`config.mk`:
```
export PLATFORM = sky130hd
export DESIGN_NAME = branch_pred_ctrl
export DESIGN_NICKNAME = d
export VERILOG_FILES = /design/src/rtl/bp_pkg.sv /design/src/rtl/sat_cnt2.sv /design/src/rtl/branch_pred_ctrl.sv
export SDC_FILE = /design/constraint.sdc
export NUM_CORES = 1
export LEC_CHECK = 0
export BUFFER_PORTS_ARGS = -buffer_cell sky130_fd_sc_hd__buf_2
export CAP_MARGIN = 20
export CORE_MARGIN = 5
export CORE_UTILIZATION = 55
export CTS_BUF_LIST = sky130_fd_sc_hd__clkbuf_8
export CTS_CLUSTER_SIZE = 14
export DETAILED_ROUTE_END_ITERATION = 6
export PLACE_DENSITY = 0.8
export REMOVE_ABC_BUFFERS = 1
export SKIP_LAST_GASP = 1
export SYNTH_ARGS = -nofsm -noshare
export SYNTH_HDL_FRONTEND = slang
export SYNTH_SLANG_ARGS = --single-unit
```
`constraint.sdc`:
```
create_clock -name clk -period 2.77 [get_ports clk]
set_clock_uncertainty 0.1 [all_clocks]
set_input_delay 0.554 -clock clk [delete_from_list [all_inputs] [get_ports clk]]
set_output_delay 0.554 -clock clk [all_outputs]
set_load 0.005 [all_outputs]
```
`src/rtl/bp_pkg.sv`:
```
`default_nettype none
// ============================================================================
//  Module      : bp_pkg
//  Description : Shared definitions for the branch-prediction controller:
//                2-bit counter state codes, the pipeline slot record and the
//                default table/statistics widths.
//  Revision    : 1.0  initial release
// ============================================================================
package bp_pkg;

  // 2-bit saturating counter states; bit [1] is the taken prediction
  localparam logic [1:0] SNT = 2'b00;
  localparam logic [1:0] WNT = 2'b01;
  localparam logic [1:0] WT  = 2'b10;
  localparam logic [1:0] ST  = 2'b11;

  localparam int IDX_BITS_DEF = 4;
  localparam int CNT_W_DEF    = 16;

  // Prediction record carried alongside an instruction through D and E.
  // The index field is sized by IDX_BITS_DEF; the controller's IDX_BITS
  // parameter has to match it.
  typedef struct packed {
    logic                    valid;
    logic [IDX_BITS_DEF-1:0] idx;
    logic                    pred;
  } slot_t;

endpackage
`default_nettype wire

```
`src/rtl/sat_cnt2.sv`:
```
`default_nettype none
// ============================================================================
//  Module      : sat_cnt2
//  Description : Next state of a 2-bit saturating counter (SNT..ST).
//                Taken counts up and stops at ST; not-taken counts down and
//                stops at SNT.
//  Ports       : state_i  current counter state
//                taken_i  resolved branch outcome
//                state_o  updated counter state
//  Revision    : 1.0  initial release
// ============================================================================
module sat_cnt2
  import bp_pkg::*;
(
  input  logic [1:0] state_i,
  input  logic       taken_i,
  output logic [1:0] state_o
);

  always_comb begin
    state_o = state_i;
    if (taken_i) begin
      if (state_i != ST) state_o = state_i + 2'b01;
    end else begin
      if (state_i != SNT) state_o = state_i - 2'b01;
    end
  end

endmodule
`default_nettype wire

```
`src/rtl/branch_pred_ctrl.sv`:
```
`default_nettype none
// ============================================================================
//  Module      : branch_pred_ctrl
//  Description : Direct-mapped table of 2-bit saturating counters. Predicts
//                fetched branches combinationally, carries the prediction
//                through D and E, updates the table on resolution, flags
//                mispredicts and keeps saturating hit/miss statistics.
//  Ports       : clk, reset (sync, active-low)
//                PCF, BranchF            fetch PC / branch marker
//                StallD, FlushD, FlushE  pipeline control
//                BranchTakenE            resolved outcome in E
//                StatClr                 clear both statistics counters
//                PredictTakenF           F-stage prediction
//                PredTakenE, MispredictE E-stage prediction / mispredict flag
//                BranchCount, MispredCount  saturating statistics
//  Revision    : 1.0  initial release
// ============================================================================
module branch_pred_ctrl
  import bp_pkg::*;
#(
  parameter int IDX_BITS = IDX_BITS_DEF,
  parameter int CNT_W    = CNT_W_DEF
) (
  input  logic             clk,
  input  logic             reset,
  input  logic [31:0]      PCF,
  input  logic             BranchF,
  input  logic             StallD,
  input  logic             FlushD,
  input  logic             FlushE,
  input  logic             BranchTakenE,
  input  logic             StatClr,
  output logic             PredictTakenF,
  output logic             PredTakenE,
  output logic             MispredictE,
  output logic [CNT_W-1:0] BranchCount,
  output logic [CNT_W-1:0] MispredCount
);

  localparam int               ENTRIES = 1 << IDX_BITS;
  localparam logic [CNT_W-1:0] CNT_ONE = {{(CNT_W-1){1'b0}}, 1'b1};

  logic [1:0]          tbl_q [ENTRIES];
  slot_t               d_q, d_d;
  slot_t               e_q, e_d;
  logic [CNT_W-1:0]    bcnt_q, bcnt_d;
  logic [CNT_W-1:0]    mcnt_q, mcnt_d;

  logic [IDX_BITS-1:0] w_idx_f;
  logic [1:0]          w_upd_state;
  logic                w_pred_f;
  logic                w_mis_e;
  logic                w_unused_pc;

  assign w_idx_f     = PCF[IDX_BITS+1:2];
  assign w_unused_pc = ^{PCF[31:IDX_BITS+2], PCF[1:0]};

  // Combinational read of the registered table: an update landing on the
  // same edge is only visible from the following cycle.
  assign w_pred_f = BranchF & tbl_q[w_idx_f][1];
  assign w_mis_e  = e_q.valid & (BranchTakenE != e_q.pred);

  assign PredictTakenF = w_pred_f;
  assign PredTakenE    = e_q.valid & e_q.pred;
  assign MispredictE   = w_mis_e;
  assign BranchCount   = bcnt_q;
  assign MispredCount  = mcnt_q;

  sat_cnt2 u_sat_cnt2 (
    .state_i (tbl_q[e_q.idx]),
    .taken_i (BranchTakenE),
    .state_o (w_upd_state)
  );

  always_comb begin
    d_d    = d_q;
    e_d    = d_q;
    bcnt_d = bcnt_q;
    mcnt_d = mcnt_q;

    if (!StallD) begin
      d_d.valid = BranchF;
      d_d.idx   = w_idx_f;
      d_d.pred  = w_pred_f;
    end
    // A mispredict squashes the younger instructions in both slots;
    // clearing wins over both load and hold.
    if (FlushD || w_mis_e) d_d.valid = 1'b0;
    if (FlushE || w_mis_e) e_d.valid = 1'b0;

    if (StatClr) begin
      bcnt_d = '0;
      mcnt_d = '0;
    end else begin
      if (e_q.valid && (bcnt_q != '1)) bcnt_d = bcnt_q + CNT_ONE;
      if (w_mis_e && (mcnt_q != '1))   mcnt_d = mcnt_q + CNT_ONE;
    end
  end

  always_ff @(posedge clk) begin
    if (!reset) begin
      for (int i = 0; i < ENTRIES; i++) tbl_q[i] <= WNT;
      d_q    <= '0;
      e_q    <= '0;
      bcnt_q <= '0;
      mcnt_q <= '0;
    end else begin
      d_q    <= d_d;
      e_q    <= e_d;
      bcnt_q <= bcnt_d;
      mcnt_q <= mcnt_d;
      if (e_q.valid) tbl_q[e_q.idx] <= w_upd_state;
    end
  end

endmodule
`default_nettype wire

```
==> impl_results.md <==
- #FFs+latches synth: 76
- Compound-Gate Fraction of Synth Area: 0.0470
- FP Rows: 29
- Period utilization: 0.974
- IO buf count: 46
- Clock-pin slew on the worst setup and hold paths: 80 ps
- Area contributors post-synth: edfxtp_1 (26%), dfxtp_1 (24%), mux4_2 (8.0%), nor2_1 (5.5%), nand2_1 (4.5%)
- P_sw: 0.490 mW
- Worst setup EP type: output pin
- Outcome: finished clean
- Setup crit start kind: primary input
- Gate Count Post-Synth: 363
- Initial DRC count: 185
- Overflow after GRT: 0
- Layout Utilization: 0.650
- Final setup violation count: 0
- Seq/Total Area, Yosys: 0.501
- Initial Util: 0.573
- Top cells by count, synth: nor2_1 (54), dfxtp_1 (44), nand2_1 (44)
- Post-route setup TNS: 0 ps
- Count leader, synth: nor2_1
- Diodes inserted: 0
- Worst-skew pair later-pin latency: 350 ps
- Slew @ Worst Pin: 747 ps
- First-pass GRT wire length: 12700 um
- Min-Delay Path Class: in -> reg
- Number of global-route vias before repair: 2662
- Post-Syn Area: 3680 um^2
- Routed WL: 7530 um
- TritonCTS buffer count: 9
- Hpwl dp: 5410 um
- Tmin final: 2700 ps
- Hold_ws: 258 ps
- Pins Over Slew Limit: 0
- Fill count: 530
- P_int: 1.61 mW
- Final Hold Fails: 0
- Reg power frac: 0.568
- Clock root buffer: clkbuf_8
- Post-synth EDFFs: 32
- Ys Warns: 0
- Die ar.: 8420 um^2
- Post-Synth Adder-Cell Area: 0.0129
- IO Pins: 75
- Max rail drop VDD: 0.000388 V
- P&R area growth vs syn: 13.6%
- Share of cells above drive strength 1: 0.210
- Fmax: 0.371 GHz
- Setup Buffers After CTS: 0
- Multiplexer area fraction after synthesis: 0.0987
- Leakage: 1.51 nW
- H-tree depth: 3
- DR vias: 2848
- Crit Path Class: in -> out
- WP data arrival: 2050 ps
- GP Congestion: 0.877
- Die W: 91.8 um
- Final #Nets: 452
- CTS tree: built
- DRC viols: 0
- Start point of the critical path: PCF[2]
- Clock power share: 0.367
- Largest net degree at the start of global routing: 33
- Mean post-synth cell area: 10.1 um^2
- Synth Area in Simple Gates: 0.244
- Post_cts resized: 0
- Sw frac: 0.234
- Hold buffer count at CTS: 0
- RSZ-0062 raised after global routing: false
- Synth unique cells: 41
- Worst EP required: 2120 ps
- Async S/R FF share, synth: 0
- Top_reg_cell synth: dfxtp_1
- Crit-path max FO: 5
- Max cap viols: 0
- Relative slew margins: 0.498
- Largest family of logic cells by synthesized area: simple AND/OR/NAND/NOR gates
- Maximum clock path buffer count: 2
- Combinational Power Share: 0.064
- Wire per inst: 15.3 um
- Total GRT Usage: 0.188
- Yosys top cell by area: edfxtp_1
- Power density over cell area: 502 nW/um^2
- HP Start: FlushE
- Synth top area share: 0.261
- First drt pass iteration count: 4
- Antenna Violating Nets Remaining: 0
- TritonCTS Sinks: 76
- Antenna violations before repair: 0
- Core area: 6420 um^2
- Xor and xnor area share after synthesis: 0.0619
- Vias per cell: 5.79
- Chip height: 91.8 um
- Reg-to-reg startpoint: e_q[1]$_SDFF_PN0_
through the flow:
stage | std cells | setup WS (ps) | area [um^2] | power [mW]
final | 492 | 71.0 | 4180 | 2.10
after global routing | 492 | 9.44 | 4180 | 2.18
after CTS | 492 | 65.3 | 4180 | 2.11
after detailed placement | 476 | 65.7 | 4000 | 1.36
after global placement | 476 | 84.8 | 4000 | 1.35
after floorplan | 343 | 231 | 3570 | 1.29
power groups by stage:
stage	sequential, mW	clock (mW)	combinational, mW
floorplan	1.21	0	0.0732
global placement	1.22	0	0.132
detailed placement	1.22	0	0.136
CTS	1.19	0.782	0.137
global route	1.20	0.840	0.148
finish	1.19	0.771	0.135
per-layer routing:
layer,vias to the layer above,track usage,wire length [um]
li1,1394,-,-
met3,15,0.0516,431
met5,-,0,0
met4,0,0.0804,164
met1,1358,0.240,3250
met2,81,0.302,3690
critical path, cell delays in order:
cell,delay [ps]
buf_2,180
mux4_2,500
mux4_2,480
and2_1,190
buf_2,140
layout make-up:
| class | count | area (um^2) | share of cell area |
|---|---|---|---|
| flip-flops and latches | 76 | 1840 | 0.441 |
| multi-input cells | 261 | 1710 | 0.409 |
| repair buffers | 56 | 330 | 0.0791 |
| clock buffers | 11 | 151 | 0.0362 |
| well taps | 77 | 96.3 | 0.0231 |
| clock inverters | 5 | 26.3 | 0.00629 |
| inverters | 6 | 22.5 | 0.00539 |
cell usage in the layout (no fill, tap or decap), types with 4 or more instances in the layout:
cell type  instances
a211oi_1           4
a21oi_1            6
and2_1            10
and3_1             4
and4_1             4
buf_2             46
buf_4              8
clkbuf_8          11
dfxtp_1           44
edfxtp_1          32
inv_1              7
mux2i_1            7
mux4_2            13
nand2_1           44
nand2b_1           5
nand3_1           28
nand4_1            8
nor2_1            54
nor2b_1            9
nor3_1             5
o21ai_0            4
xnor2_1           15
xor2_1            11
state kept, by name, summed over array words and instances (netlist names):
signal and flops:
BranchCount 16, MispredCount 16, d_q 6, e_q 6, tbl_q 32
final timing paths:
check | to | slack [ps] | cells past startpoint
min | e_q[5]$_SDFF_PP0_ | 260 | 2
max reg2reg | tbl_q[12][1]$_SDFFCE_PN0P_ | 400 | 7
max | PredictTakenF | 70 | 5
min reg2reg | e_q[2]$_SDFF_PN0_ | 370 | 1
kinds of logic (layout without fill, tap and decap cells):
| family | Yosys count | in the layout |
|---|---|---|
| buf+inv | 26 | 78 |
| mux | 20 | 20 |
| xor+xnor | 26 | 26 |
| compound gates | 26 | 26 |
| flops | 76 | 76 |
| simple gates | 185 | 185 |
| fa+ha+maj | 4 | 4 |
Note: power is estimated with default switching activity, not from simulation.
